<file path="src/rtl/tuner_pkg.sv">
// Shared types and constants for the note-detection frame sequencer.
package tuner_pkg;

  // Phases of one analysis window, from accumulator clear to note publish.
  typedef enum logic [2:0] {
    CLEAR,
    ACCUM,
    DRAIN,
    SEARCH,
    WAIT_IDX,
    PUBLISH
  } frame_state_e;

  // ASCII 'A'; channel n is published as note_ascii_base + n.
  localparam logic [7:0] note_ascii_base = 8'd65;

  // ASCII 'X'; published when the search returns an out-of-range channel.
  localparam logic [7:0] note_invalid = 8'd88;

endpackage

</file>
<file path="src/rtl/tuner_frame_ctrl_if.sv">
// Handshake bundle between the frame sequencer and the sample source,
// the MAC bank, the max-search block and the note display.
interface tuner_frame_ctrl_if;
  logic       valid_i;
  logic       ready_o;
  logic       mac_valid_o;
  logic       mac_clear_o;
  logic       search_valid_o;
  logic       search_ready_i;
  logic       index_valid_i;
  logic [2:0] index_i;
  logic [7:0] note_o;
  logic       update_o;

  // Controller side: signal directions follow the _i/_o suffixes.
  modport slave (
    input  valid_i, search_ready_i, index_valid_i, index_i,
    output ready_o, mac_valid_o, mac_clear_o, search_valid_o, note_o, update_o
  );

  // Environment side: drives the sample, search and index inputs.
  modport master (
    output valid_i, search_ready_i, index_valid_i, index_i,
    input  ready_o, mac_valid_o, mac_clear_o, search_valid_o, note_o, update_o
  );
endinterface

</file>
<file path="src/rtl/tuner_frame_ctrl.sv">
// Frame sequencer: gates audio samples into the MAC bank for one window,
// drains the MAC pipeline, runs the max search and publishes the winning note.
module tuner_frame_ctrl
  import tuner_pkg::*;
#(
  parameter int window_len_p  = 65536,
  parameter int mac_latency_p = 2,
  parameter int num_notes_p   = 7
) (
  input logic          clk_i,
  input logic          reset_ni,
  tuner_frame_ctrl_if.slave bus
);

  localparam int cnt_w_c   = $clog2(window_len_p);
  localparam int drain_w_c = (mac_latency_p > 1) ? $clog2(mac_latency_p) : 1;
  localparam logic [cnt_w_c-1:0]   cnt_last_c   = cnt_w_c'(window_len_p - 1);
  localparam logic [drain_w_c-1:0] drain_last_c =
    drain_w_c'((mac_latency_p > 0) ? mac_latency_p - 1 : 0);

  frame_state_e         state_q, state_d;
  logic [cnt_w_c-1:0]   cnt_q, cnt_d;
  logic [drain_w_c-1:0] drain_q, drain_d;
  logic [7:0]           note_q, note_d;

  // Channel index to ASCII letter; anything past the last channel shows 'X'.
  function automatic logic [7:0] map_note(input logic [2:0] idx);
    if (int'(idx) < num_notes_p) return note_ascii_base + {5'd0, idx};
    else return note_invalid;
  endfunction

  // State, sample counter, drain counter and published note registers.
  always_ff @(posedge clk_i or negedge reset_ni) begin
    if (!reset_ni) begin
      state_q <= CLEAR;
      cnt_q   <= '0;
      drain_q <= '0;
      note_q  <= 8'd0;
    end else begin
      state_q <= state_d;
      cnt_q   <= cnt_d;
      drain_q <= drain_d;
      note_q  <= note_d;
    end
  end

  // Next-state logic; the counter holds at its last value rather than wrapping.
  always_comb begin
    state_d = state_q;
    cnt_d   = cnt_q;
    drain_d = drain_q;
    note_d  = note_q;
    case (state_q)
      CLEAR: begin
        cnt_d   = '0;
        drain_d = '0;
        state_d = ACCUM;
      end
      ACCUM: begin
        if (bus.valid_i) begin
          if (cnt_q == cnt_last_c) begin
            drain_d = '0;
            if (mac_latency_p == 0) state_d = SEARCH;
            else state_d = DRAIN;
          end else begin
            cnt_d = cnt_q + 1'b1;
          end
        end
      end
      DRAIN: begin
        if (drain_q == drain_last_c) state_d = SEARCH;
        else drain_d = drain_q + 1'b1;
      end
      SEARCH: begin
        if (bus.search_ready_i) state_d = WAIT_IDX;
      end
      WAIT_IDX: begin
        if (bus.index_valid_i) begin
          note_d  = map_note(bus.index_i);
          state_d = PUBLISH;
        end
      end
      PUBLISH: state_d = CLEAR;
      default: state_d = CLEAR;
    endcase
  end

  // Control outputs decode only the registered state.
  always_comb begin
    bus.ready_o        = (state_q == ACCUM);
    bus.mac_clear_o    = (state_q == CLEAR);
    bus.search_valid_o = (state_q == SEARCH);
    bus.update_o       = (state_q == PUBLISH);
    bus.mac_valid_o    = bus.valid_i & (state_q == ACCUM);
    bus.note_o         = note_q;
  end

endmodule

</file>
<file path="src/flat_wrapper.sv">
// flat-port wrapper written by rule: the top's interface ports become plain ports
module tuner_frame_ctrl_flat import tuner_pkg::*;
#(
  parameter int window_len_p  = 65536,
  parameter int mac_latency_p = 2,
  parameter int num_notes_p   = 7
)
  (clk_i, reset_ni, bus_valid_i, bus_search_ready_i, bus_index_valid_i, bus_index_i, bus_ready_o, bus_mac_valid_o, bus_mac_clear_o, bus_search_valid_o, bus_note_o, bus_update_o);
  tuner_frame_ctrl_if bus_i ();
  input logic clk_i;
  input logic reset_ni;
  input wire logic [$bits(bus_i.valid_i)-1:0] bus_valid_i;
  input wire logic [$bits(bus_i.search_ready_i)-1:0] bus_search_ready_i;
  input wire logic [$bits(bus_i.index_valid_i)-1:0] bus_index_valid_i;
  input wire logic [$bits(bus_i.index_i)-1:0] bus_index_i;
  output wire logic [$bits(bus_i.ready_o)-1:0] bus_ready_o;
  output wire logic [$bits(bus_i.mac_valid_o)-1:0] bus_mac_valid_o;
  output wire logic [$bits(bus_i.mac_clear_o)-1:0] bus_mac_clear_o;
  output wire logic [$bits(bus_i.search_valid_o)-1:0] bus_search_valid_o;
  output wire logic [$bits(bus_i.note_o)-1:0] bus_note_o;
  output wire logic [$bits(bus_i.update_o)-1:0] bus_update_o;
  assign bus_i.valid_i = bus_valid_i;
  assign bus_i.search_ready_i = bus_search_ready_i;
  assign bus_i.index_valid_i = bus_index_valid_i;
  assign bus_i.index_i = bus_index_i;
  assign bus_ready_o = bus_i.ready_o;
  assign bus_mac_valid_o = bus_i.mac_valid_o;
  assign bus_mac_clear_o = bus_i.mac_clear_o;
  assign bus_search_valid_o = bus_i.search_valid_o;
  assign bus_note_o = bus_i.note_o;
  assign bus_update_o = bus_i.update_o;
  tuner_frame_ctrl #(.window_len_p(window_len_p), .mac_latency_p(mac_latency_p), .num_notes_p(num_notes_p)) u_core (.clk_i(clk_i), .reset_ni(reset_ni), .bus(bus_i));
endmodule
</file>
<file path="config.mk">
export PLATFORM = sky130hd
export DESIGN_NAME = tuner_frame_ctrl_flat
export DESIGN_NICKNAME = d
export VERILOG_FILES = /design/src/rtl/tuner_pkg.sv /design/src/rtl/tuner_frame_ctrl_if.sv /design/src/rtl/tuner_frame_ctrl.sv /design/src/flat_wrapper.sv
export SDC_FILE = /design/constraint.sdc
export NUM_CORES = 1
export LEC_CHECK = 0
export CORE_ASPECT_RATIO = 1.5
export CORE_UTILIZATION = 40
export DETAILED_ROUTE_END_ITERATION = 10
export PLACE_DENSITY = 0.72
export SYNTH_ARGS = -nofsm -noshare
export SYNTH_HDL_FRONTEND = slang
export SYNTH_SLANG_ARGS = --single-unit
export TNS_END_PERCENT = 20
</file>
<file path="constraint.sdc">
create_clock -name clk_i -period 3.49 [get_ports clk_i]
set_clock_uncertainty 0.1 [all_clocks]
set_input_delay 0.5235 -clock clk_i [delete_from_list [all_inputs] [get_ports clk_i]]
set_output_delay 0.5235 -clock clk_i [all_outputs]
set_load 0.005 [all_outputs]
</file>
==> flow_summary.yaml, run 1 <==
pwr:
  intPower_w: 0.000464
  clock_power_share_pct: 26.6
  leakagePower_nw: 0.674
  total_power_w: 0.000645
  seqPwrFrac_pct: 57.7
  combPwrFrac_pct: 15.7
  p_sw_w: 0.000181
  peakVddDrop_mv: 0.283
  power_density_mw_per_mm2: 397
  sw_frac_of_total_pct: 28.1
route:
  vias: 1218
  wl_mm: 2.85
  ant_nets: 0
  vias_per_cell: 6.03
  dr.pass1.iters: 4
  drtIter0Drc: 31
  drcViolationCount: 0
  wl_per_cell_um: 14.1
setup_path:
  critPathKind: "flip-flop to output port"
  path_delay_family: "buffers and inverters"
  crit_slowest_cell: "clkdlybuf4s50_1"
  crit_start: "u_core.state_q[0]"
  cp_max_fo: 13
  max_stage_delay_ns: 0.58
  timing.rr.start: "u_core.state_q[0]"
  cp-end-kind: "output port"
  worstPathArrival_ns: 2.15
  worstPathRequired_ns: 2.87
  cp-start-kind: "flip-flop"
  path_cells: "nor2_1, nand2_1, inv_1, clkdlybuf4s50_1"
  path_buf_inv: 2
clocking:
  hold_buffers: 0
  clkTransAtPathRegs_ns: 0.09
  cts_resized: 0
  htree_levels: 1
  numCtsBuffers: 3
  clockBufferDepth: 2
  cts-root-buf: "clkbuf_8"
  cts_tree: "built"
  post_cts_buffers: 0
  clock_sinks: 25
  clock_latency_ns: 0.27
yosys:
  async_flop_share_pct: 100
  synthFlopType: "dfrtp_1"
  netlist_instances: 146
  yosysTopAreaCellShare_pct: 45.4
  synth_top_area_cell: "dfrtp_1"
  yosys-top-cells-area: "dfrtp_1 (45%), nand2_1 (4.6%), a21oi_1 (4.4%)"
  yosys.cell_types.count: 43
  avgSynthCellArea_sq_um: 9.44
  netlist_area_sq_mm: 0.00138
  synth_edf_count: 0
  ys_seq_area_share_pct: 45.4
  yosysWarnings: 0
  synth_most_common_cell: "dfrtp_1"
  ys_ff_latch: 25
  synth_commonest_cells: "dfrtp_1 (25), nand2_1 (17), a21oi_1 (12), o21ai_0 (8)"
global_route:
  grt_max_degree: 26
  use_met3_pct: 2.90
  grt_pass1_vias: 1288
  global_route.usage.total_pct: 18.0
  grt_overflow: 0
  busiest_layer: "met2"
  grt_pass1_wl_mm: 5.13
  grt.met1_usage_pct: 18.6
  grtUsageMet2_pct: 34.4
  antenna_found_initial: 0
sta:
  timing.setup.tns_ns: 0
  final.period_utilization_pct: 79.4
  post-route-min-period_ns: 2.77
  worst_pin_slew_ns: 0.510
  slew_headroom_pct: 66.0
  final_max_slew_viol_count: 0
  setup_viol: 0
  max_freq_mhz: 361
  hold_viol_final: 0
  rsz0062_at_grt: "no"
cells_and_area:
  fin_cells: 202
  area_delta_synth_final_pct: 18.0
  n_fill_cell: 309
  n_antenna_cell: 0
  drive_gt1_share_pct: 7.41
  nNetsFinal: 173
die:
  die_area_sq_mm: 0.00369
  die_y_um: 73.9
  rows: 25
  io_pins: 21
  floorplan.initialDensity_pct: 42.8
  die_x_um: 49.9
  coreArea_sq_mm: 0.00322
hold_path:
  hp-class: "flip-flop to flip-flop"
  hold_start: "u_core.bus.note_o[6]"
placed_design:
  hpwl_mm: 2.16
  io_buffer_count: 18
  gp_congestion: 0.942
  dp.cells: 198
run:
  cap_violations: 0
outcome:
  status: "finished, final reports clean"
-- routing by layer --
layer | vias up | part of all wire, %
met2 | 23 | 54
met1 | 613 | 42
met5 | - | 0
met3 | 5 | 2.9
met4 | 0 | 1.7
li1 | 577 | -
-- worst paths after layout --
kind	to	slack, ns	depth (start not counted)
worst max-delay path	bus_mac_clear_o	0.72	4
worst min-delay path	u_core.bus.note_o[6]	0.38	1
worst max register to register	u_core.cnt_q[15]	1.18	4
worst min register to register	u_core.bus.note_o[6]	0.38	1
max in group asynchronous	u_core.cnt_q[15]	2.53	2
min in group asynchronous	u_core.cnt_q[14]	0.50	2
-- worst register-to-register path, cell delays in order, from the launching register on --
cell       delay (ns)
dfrtp_1          0.61
nand4bb_4        0.26
or4_4            0.62
or4_1            0.49
a21oi_1          0.15
-- logic make-up (layout without fill, tap and decap cells) --
logic type	after synthesis	in the layout	synth area share (%)
flops	25	25	45.4
simple gates	60	60	25.0
mux	4	4	2.99
buf+inv	13	28	4.99
xor+xnor	2	2	1.27
other cells	1	2	0.272
fa+ha+maj	2	2	1.81
compound gates	39	39	18.2
-- metrics by stage --
stage / setup WS [ns] / hold slack [ns] / util, % / instance area [sq um]
2_1_floorplan: 1.45 / 0.128 / - / 1380
3_3_place_gp: 0.778 / 0.351 / 49.0 / 1580
3_5_place_dp: 0.686 / 0.363 / 49.0 / 1580
4_1_cts: 0.696 / 0.385 / 50.5 / 1630
5_1_grt: 0.553 / 0.408 / 50.5 / 1630
6_report: 0.718 / 0.381 / 50.5 / 1630
-- layout make-up --
| type | instances | area, sq um | share of cell area [%] |
|---|---|---|---|
| repair buffers | 20 | 195 | 12.0 |
| clock inverters | 1 | 5.00 | 0.308 |
| inverters | 4 | 15.0 | 0.923 |
| multi-input cells | 109 | 694 | 42.7 |
| flip-flops and latches | 25 | 626 | 38.5 |
| well taps | 40 | 50.0 | 3.08 |
| clock buffers | 3 | 41.3 | 2.54 |
-- power groups by stage --
stage	sequential (W)	clock (W)	combinational [W]
after detailed placement	0.000379	0	0.000104
after CTS	0.000373	0.000178	0.000104
final	0.000372	0.000172	0.000102
after floorplan	0.000368	0	0.0000643
after global routing	0.000379	0.000192	0.000117
after global placement	0.000375	0	0.0000994
-- placed cells by master (no fill, tap or decap), drive strengths merged, types with 2 or more instances in the layout --
cell type	synthesis	final
or4	8	8
inv	4	4
clkdlybuf4s50	0	18
clkbuf	4	3
ha	2	2
o41ai	2	2
nand2	17	17
conb	1	2
a21oi	12	12
and3	3	3
o21ai	8	8
dfrtp	25	25
nand2b	2	2
o31ai	6	6
nand4	5	5
nor3	2	2
mux2i	3	3
nor2	7	7
nand3	7	7
buf	5	2
or3	3	3
-- registers in the layout, summed over array words and instances (netlist names) --
name / cells
u_core.cnt_q: 16
u_core.bus.note_o: 5
u_core.state_q: 3
u_core.drain_q: 1
No activity file was read; power rests on OpenSTA's default activity.
==> inputs of run 2 (changes only) <==
==> constraint.sdc (replaced) <==
create_clock -name clk_i -period 2.6 [get_ports clk_i]
set_clock_uncertainty 0.1 [all_clocks]
set_input_delay 0.39 -clock clk_i [delete_from_list [all_inputs] [get_ports clk_i]]
set_output_delay 0.39 -clock clk_i [all_outputs]
set_load 0.005 [all_outputs]
==> run 2 against run 1 <==
Effect of this change: critical path depth unchanged; highest routed layer unchanged; global-route usage up 0.51 points; cell area up 1.8%; critical path type unchanged; largest cell class unchanged; worst hold slack worse by 0.00064 ns.
==> flow_summary.yaml, run 2 (synthesized netlist as in run 1, its figures left out) <==
setup_path:
  cp-end-kind: "output port"
  path_delay_family: "buffers and inverters"
  max_stage_delay_ns: 0.55
  worstPathArrival_ns: 1.85
  critPathKind: "flip-flop to output port"
  crit_slowest_cell: "dfrtp_1"
  cp_max_fo: 12
  path_buf_inv: 2
  cp-start-kind: "flip-flop"
  path_cells: "nor2_1, nand2_1, inv_1, clkdlybuf4s50_1"
  worstPathRequired_ns: 2.11
  timing.rr.start: "u_core.state_q[0]"
  crit_start: "u_core.state_q[0]"
route:
  wl_per_cell_um: 14.5
  ant_nets: 0
  wl_met2_mm: 1.54
  dr.pass1.iters: 4
  top_layer: "met4"
  wl_met3_um: 88
  vias: 1207
  wl_mm: 2.99
  vias_per_cell: 5.86
  drcViolationCount: 0
  drtIter0Drc: 18
  met1Wirelength_mm: 1.31
run:
  cap_violations: 0
clocking:
  cts_tree: "built"
  cts_resized: 0
  clock_latency_ns: 0.27
  post_cts_buffers: 0
  clock_sinks: 25
  cts-root-buf: "clkbuf_8"
  hold_buffers: 0
  clockBufferDepth: 2
  htree_levels: 1
  clkTransAtPathRegs_ns: 0.09
  numCtsBuffers: 3
pwr:
  leakagePower_nw: 0.692
  peakVddDrop_mv: 0.345
  power_density_mw_per_mm2: 526
cells_and_area:
  regMostFlops: "u_core.cnt_q"
  mostFrequentLayoutCells: "dfrtp_1 (25), clkdlybuf4s50_1 (18), nand2_1 (17), a21oi_1 (12), o21ai_0 (8)"
  area_delta_synth_final_pct: 20.1
  largest_reg_flops: 16
  drive_gt1_share_pct: 9.04
  n_antenna_cell: 0
  layout_commonest_cell: "dfrtp_1"
  n_fill_cell: 306
  utilization_pct: 51.4
  nNetsFinal: 177
die:
  rows: 25
  die_area_sq_mm: 0.00369
  die_x_um: 49.9
  floorplan.initialDensity_pct: 42.8
  io_pins: 21
  coreArea_sq_mm: 0.00322
  die_y_um: 73.9
sta:
  post-route-min-period_ns: 2.34
  rsz0062_at_grt: "no"
  final_max_slew_viol_count: 0
  hold_viol_final: 0
  timing.setup.tns_ns: 0
  setup_viol: 0
  final.period_utilization_pct: 89.8
  fin_ws_ns: 0.265
  max_freq_mhz: 428
placed_design:
  hpwl_mm: 2.20
  io_buffer_count: 18
  place_ws_ns: 0.0953
  gp_congestion: 0.849
global_route:
  antenna_found_initial: 0
  grt_overflow: 0
  global_route.usage.total_pct: 18.5
  grt_pass1_vias: 1183
  grt_max_degree: 26
  grt_pass1_wl_mm: 5.15
outcome:
  status: "finished, final reports clean"
hold_path:
  hp-class: "input port to async pin"
## run 2: report_power, final
group | internal (W) | switching [W]
sequential | 0.000441 | 0.0000609
combinational | 0.0000748 | 0.0000616
clock | 0.000110 | 0.000122
total | 0.000626 | 0.000245
## run 2: layout make-up
type	count	area, sq um	area share, %
sequential	25	626	37.8
tap	40	50.0	3.02
multi-input combinational	109	694	42.0
inverter	4	15.0	0.907
clock buffer	4	45.0	2.72
timing repair buffer	24	225	13.6
## run 2: worst paths after layout
check	to	slack (ns)	cells past startpoint
max in group asynchronous	u_core.cnt_q[5]	1.76	2
hold / removal	u_core.cnt_q[7]	0.38	2
setup reg to reg	u_core.cnt_q[15]	0.42	4
min in group clk_i	u_core.bus.note_o[6]	0.38	1
setup / recovery	bus_mac_clear_o	0.26	4
hold reg to reg	u_core.bus.note_o[6]	0.38	1
## run 2: per-stage QoR
| stage | total power (W) | hold slack [ns] | instance area, sq um | instances |
|---|---|---|---|---|
| 2_1_floorplan | 0.000580 | -0.00559 | 1380 | 147 |
| 5_1_grt | 0.000918 | 0.410 | 1660 | 206 |
| 3_3_place_gp | 0.000640 | 0.350 | 1610 | 202 |
| 4_1_cts | 0.000881 | 0.382 | 1660 | 206 |
| 3_5_place_dp | 0.000648 | 0.359 | 1610 | 202 |
| 6_report | 0.000870 | 0.380 | 1660 | 206 |
## run 2: routing by layer
layer	vias up	GRT usage, %
met5	-	0
met4	0	9.21
met3	7	2.90
met2	25	33.6
met1	590	20.8
li1	585	-
